[src/rtl/instr_mem_ld.sv]
// Instruction memory with a program-load phase followed by a pipelined,
// read-only fetch phase. Faulted fetches return NOP_WORD.
module instr_mem_ld #(
  parameter int                 DATA_W   = 32,
  parameter int                 DEPTH    = 128,
  parameter int                 ADDR_W   = 16,
  parameter int                 RD_LAT   = 1,
  parameter logic [DATA_W-1:0]  NOP_WORD = 32'h00000013
) (
  input  logic                     clk,
  input  logic                     rst_n,
  input  logic                     prog_we,
  input  logic [$clog2(DEPTH)-1:0] prog_addr,
  input  logic [DATA_W-1:0]        prog_data,
  input  logic                     prog_done,
  input  logic                     req_valid,
  input  logic [ADDR_W-1:0]        req_addr,
  output logic                     req_ready,
  output logic                     rsp_valid,
  output logic [DATA_W-1:0]        rsp_data,
  output logic [1:0]               rsp_fault,
  output logic [$clog2(DEPTH):0]   prog_count,
  output logic                     running
);

  localparam int IDX_W = $clog2(DEPTH);
  localparam int LAST  = RD_LAT - 1;

  typedef enum logic {LOAD, RUN} state_t;

  state_t             state_q, state_d;
  logic               running_q, running_d;
  logic [IDX_W:0]     prog_count_q, prog_count_d;

  logic               pipe_valid_q [RD_LAT];
  logic               pipe_valid_d [RD_LAT];
  logic [1:0]         pipe_fault_q [RD_LAT];
  logic [1:0]         pipe_fault_d [RD_LAT];
  logic [DATA_W-1:0]  pipe_data_q  [RD_LAT];
  logic [DATA_W-1:0]  pipe_data_d  [RD_LAT];

  logic               rsp_valid_q, rsp_valid_d;
  logic [1:0]         rsp_fault_q, rsp_fault_d;
  logic [DATA_W-1:0]  rsp_data_q, rsp_data_d;

  logic               load_wr;
  logic               accept;
  logic [31:0]        word_idx;
  logic               misaligned;
  logic               out_of_range;

  // Contents are set at elaboration and deliberately untouched by reset.
  logic [DATA_W-1:0]  mem [DEPTH] = '{default: NOP_WORD};

  assign load_wr    = (state_q == LOAD) && prog_we;
  assign accept     = req_valid && (state_q == RUN);
  assign req_ready  = (state_q == RUN);
  assign running    = running_q;
  assign prog_count = prog_count_q;
  assign rsp_valid  = rsp_valid_q;
  assign rsp_fault  = rsp_fault_q;
  assign rsp_data   = rsp_data_q;

  always_comb begin
    state_d      = state_q;
    running_d    = running_q;
    prog_count_d = prog_count_q;
    if (state_q == LOAD) begin
      if (prog_we && (prog_count_q != (IDX_W+1)'(DEPTH))) begin
        prog_count_d = prog_count_q + (IDX_W+1)'(1);
      end
      if (prog_done) begin
        state_d   = RUN;
        running_d = 1'b1;
      end
    end
  end

  always_ff @(posedge clk or negedge rst_n) begin
    if (!rst_n) begin
      state_q      <= LOAD;
      running_q    <= 1'b0;
      prog_count_q <= '0;
    end else begin
      state_q      <= state_d;
      running_q    <= running_d;
      prog_count_q <= prog_count_d;
    end
  end

  always_ff @(posedge clk) begin
    if (load_wr) begin
      mem[prog_addr] <= prog_data;
    end
  end

  always_comb begin
    word_idx     = 32'(req_addr >> 2);
    misaligned   = |req_addr[1:0];
    out_of_range = (word_idx >= 32'(DEPTH));
  end

  // Stage 0 captures the raw read and fault code; later stages only delay it.
  always_comb begin
    pipe_valid_d[0] = accept;
    pipe_fault_d[0] = misaligned ? 2'b01 : (out_of_range ? 2'b10 : 2'b00);
    pipe_data_d[0]  = mem[word_idx[IDX_W-1:0]];
    for (int i = 1; i < RD_LAT; i++) begin
      pipe_valid_d[i] = pipe_valid_q[i-1];
      pipe_fault_d[i] = pipe_fault_q[i-1];
      pipe_data_d[i]  = pipe_data_q[i-1];
    end
  end

  always_comb begin
    rsp_valid_d = pipe_valid_q[LAST];
    rsp_fault_d = rsp_fault_q;
    rsp_data_d  = rsp_data_q;
    if (pipe_valid_q[LAST]) begin
      rsp_fault_d = pipe_fault_q[LAST];
      rsp_data_d  = (pipe_fault_q[LAST] == 2'b00) ? pipe_data_q[LAST] : NOP_WORD;
    end
  end

  always_ff @(posedge clk or negedge rst_n) begin
    if (!rst_n) begin
      for (int i = 0; i < RD_LAT; i++) begin
        pipe_valid_q[i] <= 1'b0;
        pipe_fault_q[i] <= 2'b00;
        pipe_data_q[i]  <= NOP_WORD;
      end
      rsp_valid_q <= 1'b0;
      rsp_fault_q <= 2'b00;
      rsp_data_q  <= NOP_WORD;
    end else begin
      for (int i = 0; i < RD_LAT; i++) begin
        pipe_valid_q[i] <= pipe_valid_d[i];
        pipe_fault_q[i] <= pipe_fault_d[i];
        pipe_data_q[i]  <= pipe_data_d[i];
      end
      rsp_valid_q <= rsp_valid_d;
      rsp_fault_q <= rsp_fault_d;
      rsp_data_q  <= rsp_data_d;
    end
  end

endmodule

[config.mk]
export PLATFORM = sky130hd
export DESIGN_NAME = instr_mem_ld
export DESIGN_NICKNAME = d
export VERILOG_FILES = /design/src/rtl/instr_mem_ld.sv
export SDC_FILE = /design/constraint.sdc
export NUM_CORES = 2
export LEC_CHECK = 0
export ABC_CLOCK_PERIOD_IN_PS = 3340
export BUFFER_PORTS_ARGS = -buffer_cell sky130_fd_sc_hd__buf_4
export CAP_MARGIN = 20
export CORE_MARGIN = 4
export CORE_UTILIZATION = 60
export DETAILED_ROUTE_END_ITERATION = 7
export GPL_ROUTABILITY_DRIVEN = 0
export PLACE_DENSITY = 0.76
export SLEW_MARGIN = 10
export SYNTH_ARGS = -nofsm -noshare
export SYNTH_HDL_FRONTEND = slang
export SYNTH_SLANG_ARGS = --single-unit
[constraint.sdc]
create_clock -name clk -period 3.34 [get_ports clk]
set_input_delay 0.501 -clock clk [delete_from_list [all_inputs] [get_ports clk]]
set_output_delay 0.501 -clock clk [all_outputs]
set_load 0.02 [all_outputs]
==> results.toml <==
[run_status]
run_status = "complete, but fails checks"
violations = "antenna violations"

[placed_design]
hpwlAfterDp_um = 232000
pre_cts_ws_ns = -0.313
post_dp_cell_area_mm2 = 0.170
port_buffers = 104

[setup_path]
reg2reg_slack_ns = 0.38
reg2reg_from = "req_ready$_DFF_PN0_"
cp-end-kind = "register"
required_ns = 3.90
startpoint_type = "register"
reg2reg_depth = 4
r2r-end = "mem[110][6]$_DFFE_PP_"
crit_arrival_ns = 3.52
critical_path_peak_fanout = 19
path_class = "register to register"

[grt]
grt_pass1_wl_um = 629000
overflow = 0
antenna_found_initial = 47
track_usage_pct = 33.5
grt_max_degree = 129
grt_pass1_vias = 79400

[routing]
vias_per_cell = 7.22
via_count = 77500
drtIter0Drc = 14100
drcViolationCount = 0
ant_nets = 1
drt-wirelength-per-cell_um = 41.8
first_pass_iters = 7
wirelength_um = 449000

[sta]
drv_slew = 0
fmax_mhz = 338
rsz0062_at_grt = "no"
finalCriticalPeriod_ns = 2.96
fin_skew_ns = 0.0448
final_critical_path_setup_slack_ns = 0.382
post-route-period-util_pct = 88.6
report.final.hold_viol_count = 0
worst-slew-pin-transition_ns = 1.21
fin_tns_setup_ns = 0
setup_viol = 0
slew_headroom_pct = 19.3

[clocking]
clk_pin_slew_ns = 0.07
cts-buffers-inserted = 401
clock_latency_ns = 0.93
cts_tree = "yes"
htreeDepth = 5
cts_root_buffer = "clkbuf_16"
cts_sinks = 4176
cts.path.max_buffers = 4

[power_and_ir_drop]
peakVddDrop_mv = 0.486
pwr-share-comb_pct = 5.3
p_sw_share_pct = 21.2
p_seq_share_pct = 52.5
power.switching_uw = 23400
leakagePower_uw = 0.0572
clock_power_share_pct = 42.3
power.internal_uw = 86700
power_density_mw_per_mm2 = 601

[logic_synthesis]
synth_edf_count = 4096
synth_xor_area_share_pct = 0.0387
synthArstFlopShare_pct = 1.92
ys_top_cells_by_area = "edfxtp_1 (78%), mux4_2 (19%), dfrtp_1 (1.2%)"
synthDistinctLibCells = 32
synth_area_leader_cell = "edfxtp_1"
synth_top_cell_area_share_pct = 77.7
ys_ff_latch = 4176
synthMuxAreaShare_pct = 19.4
synth-compound-area-share_pct = 0.126
synth_top_family_by_area = "multiplexers"
synth_flop_cell = "edfxtp_1"
syn-num-nets = 6237
syn_avg_cell_area_um2 = 25.6
syn_area_mm2 = 0.158
synth-simple-area-share_pct = 0.582
syn_inst = 6175
ys_warn_count = 0
synth_fa_ha_area_share_pct = 0.0158
seq_area_frac_synth_pct = 79.0

[final_layout]
final_common_cell = "edfxtp_1"
nets = 6919
drive_above_1_share_pct = 37.6
final_core_util_pct = 69.8
finalInstanceArea_mm2 = 0.183
syn_to_final_growth_pct = 15.7
final_cell_mix = "edfxtp_1 (4096), mux4_2 (1344), clkbuf_16 (412)"

[floorplan]
ios = 105
die_y_um = 522
start_util_pct = 60.3
die_area_mm2 = 0.272
rows = 188
fp.coreArea_mm2 = 0.263
die_w_um = 522

[min_path]
hold_class = "input port to register"
hp-start = "prog_data[19]"
worstHoldPathCells = 1
min_delay_worst_endpoint = "mem[122][19]$_DFFE_PP_"

[run]
max_cap_viol_count = 0
## power groups by stage
stage	registers (uW)	logic [uW]	clock network (uW)
after floorplan	58800	2670	0
after global placement	58900	5340	0
after detailed placement	58900	5480	0
after CTS	57800	5660	46700
after global routing	57700	5950	49200
final	57800	5790	46500
## state kept, by name (all words and copies together), names as in the netlist
name / count
mem: 4096
pipe_data_q: 32
rsp_data: 32
prog_count: 8
pipe_fault_q: 2
rsp_fault: 2
pipe_valid_q: 1
req_ready: 1
rsp_valid: 1
running: 1
## worst max-delay path, cell delays in order (launching register included)
cell     delay, ns
dfrtp_1       0.69
or3b_2        1.00
buf_4         0.33
nor2_4        0.12
buf_4         0.39
## cell type report
class | instances | area (um^2)
flip-flops and latches | 4176 | 125000
fillers | 14000 | 79300
multi-input cells | 1640 | 32800
clock buffers | 502 | 10700
repair buffers | 606 | 7570
well taps | 3515 | 4400
clock inverters | 237 | 2520
inverters | 32 | 120
diodes | 22 | 55.1
## cell families (layout without fill, tap and decap cells)
group                    Yosys count  count (layout)
XOR/XNOR                           7               7
adder cells (fa/ha/maj)            2               2
buffers and inverters            359            1377
flip-flops                      4176            4176
other                              0              22
AO/OA/AOI/OAI                     36              36
multiplexers                    1378            1378
AND/OR/NAND/NOR                  217             217
## per-stage QoR
stage | hold slack (ns) | power, uW | std cells
6_report | 0.0823 | 110000 | 10700
5_1_grt | 0.0937 | 113000 | 10700
4_1_cts | 0.0962 | 110000 | 10700
3_5_place_dp | 0.469 | 64400 | 9959
3_3_place_gp | 0.443 | 64200 | 9959
2_1_floorplan | 0.205 | 61500 | 6175
## how the worst max path moves through the flow
stage,cells past startpoint,start,slack [ns],to
after global placement,8,req_addr[2],-0.30,pipe_data_q[13]$_DFF_PN0_
final,4,req_ready$_DFF_PN0_,0.38,mem[110][6]$_DFFE_PP_
after global routing,4,req_ready$_DFF_PN0_,0.43,mem[110][6]$_DFFE_PP_
after CTS,4,req_ready$_DFF_PN0_,0.48,mem[110][6]$_DFFE_PP_
after floorplan,6,prog_addr[2],-0.44,mem[108][0]$_DFFE_PP_
after detailed placement,8,req_addr[2],-0.31,pipe_data_q[13]$_DFF_PN0_
## per-layer routing
metal  global-route usage, %  part of all wire [%]  vias to the layer above
li1                        -                     -                    28400
met1                    44.3                    31                    40500
met2                    52.1                    48                     7161
met3                    9.94                    15                     1382
met4                    16.1                   5.9                       34
met5                       0                 0.044                        -
## cell usage after synthesis (all sizes together), types with 3 or more instances
cell type  instances
edfxtp          4096
mux4            1344
clkbuf           184
buf              143
nor2             132
dfrtp             74
nand2             46
mux2              34
inv               32
o21ai             30
nand3              8
nor2b              7
or3b               7
dfstp              6
nand4              5
xnor2              5
nand3b             3
o22a               3
## repair_timing
item | in CTS | in global routing
buffers inserted | 0 | 0
hold buffers | 8 | 0
resized for setup | 0 | 0
endpoints found under the hold margin | 47 | 0
Note: power is estimated with default switching activity, not from simulation.
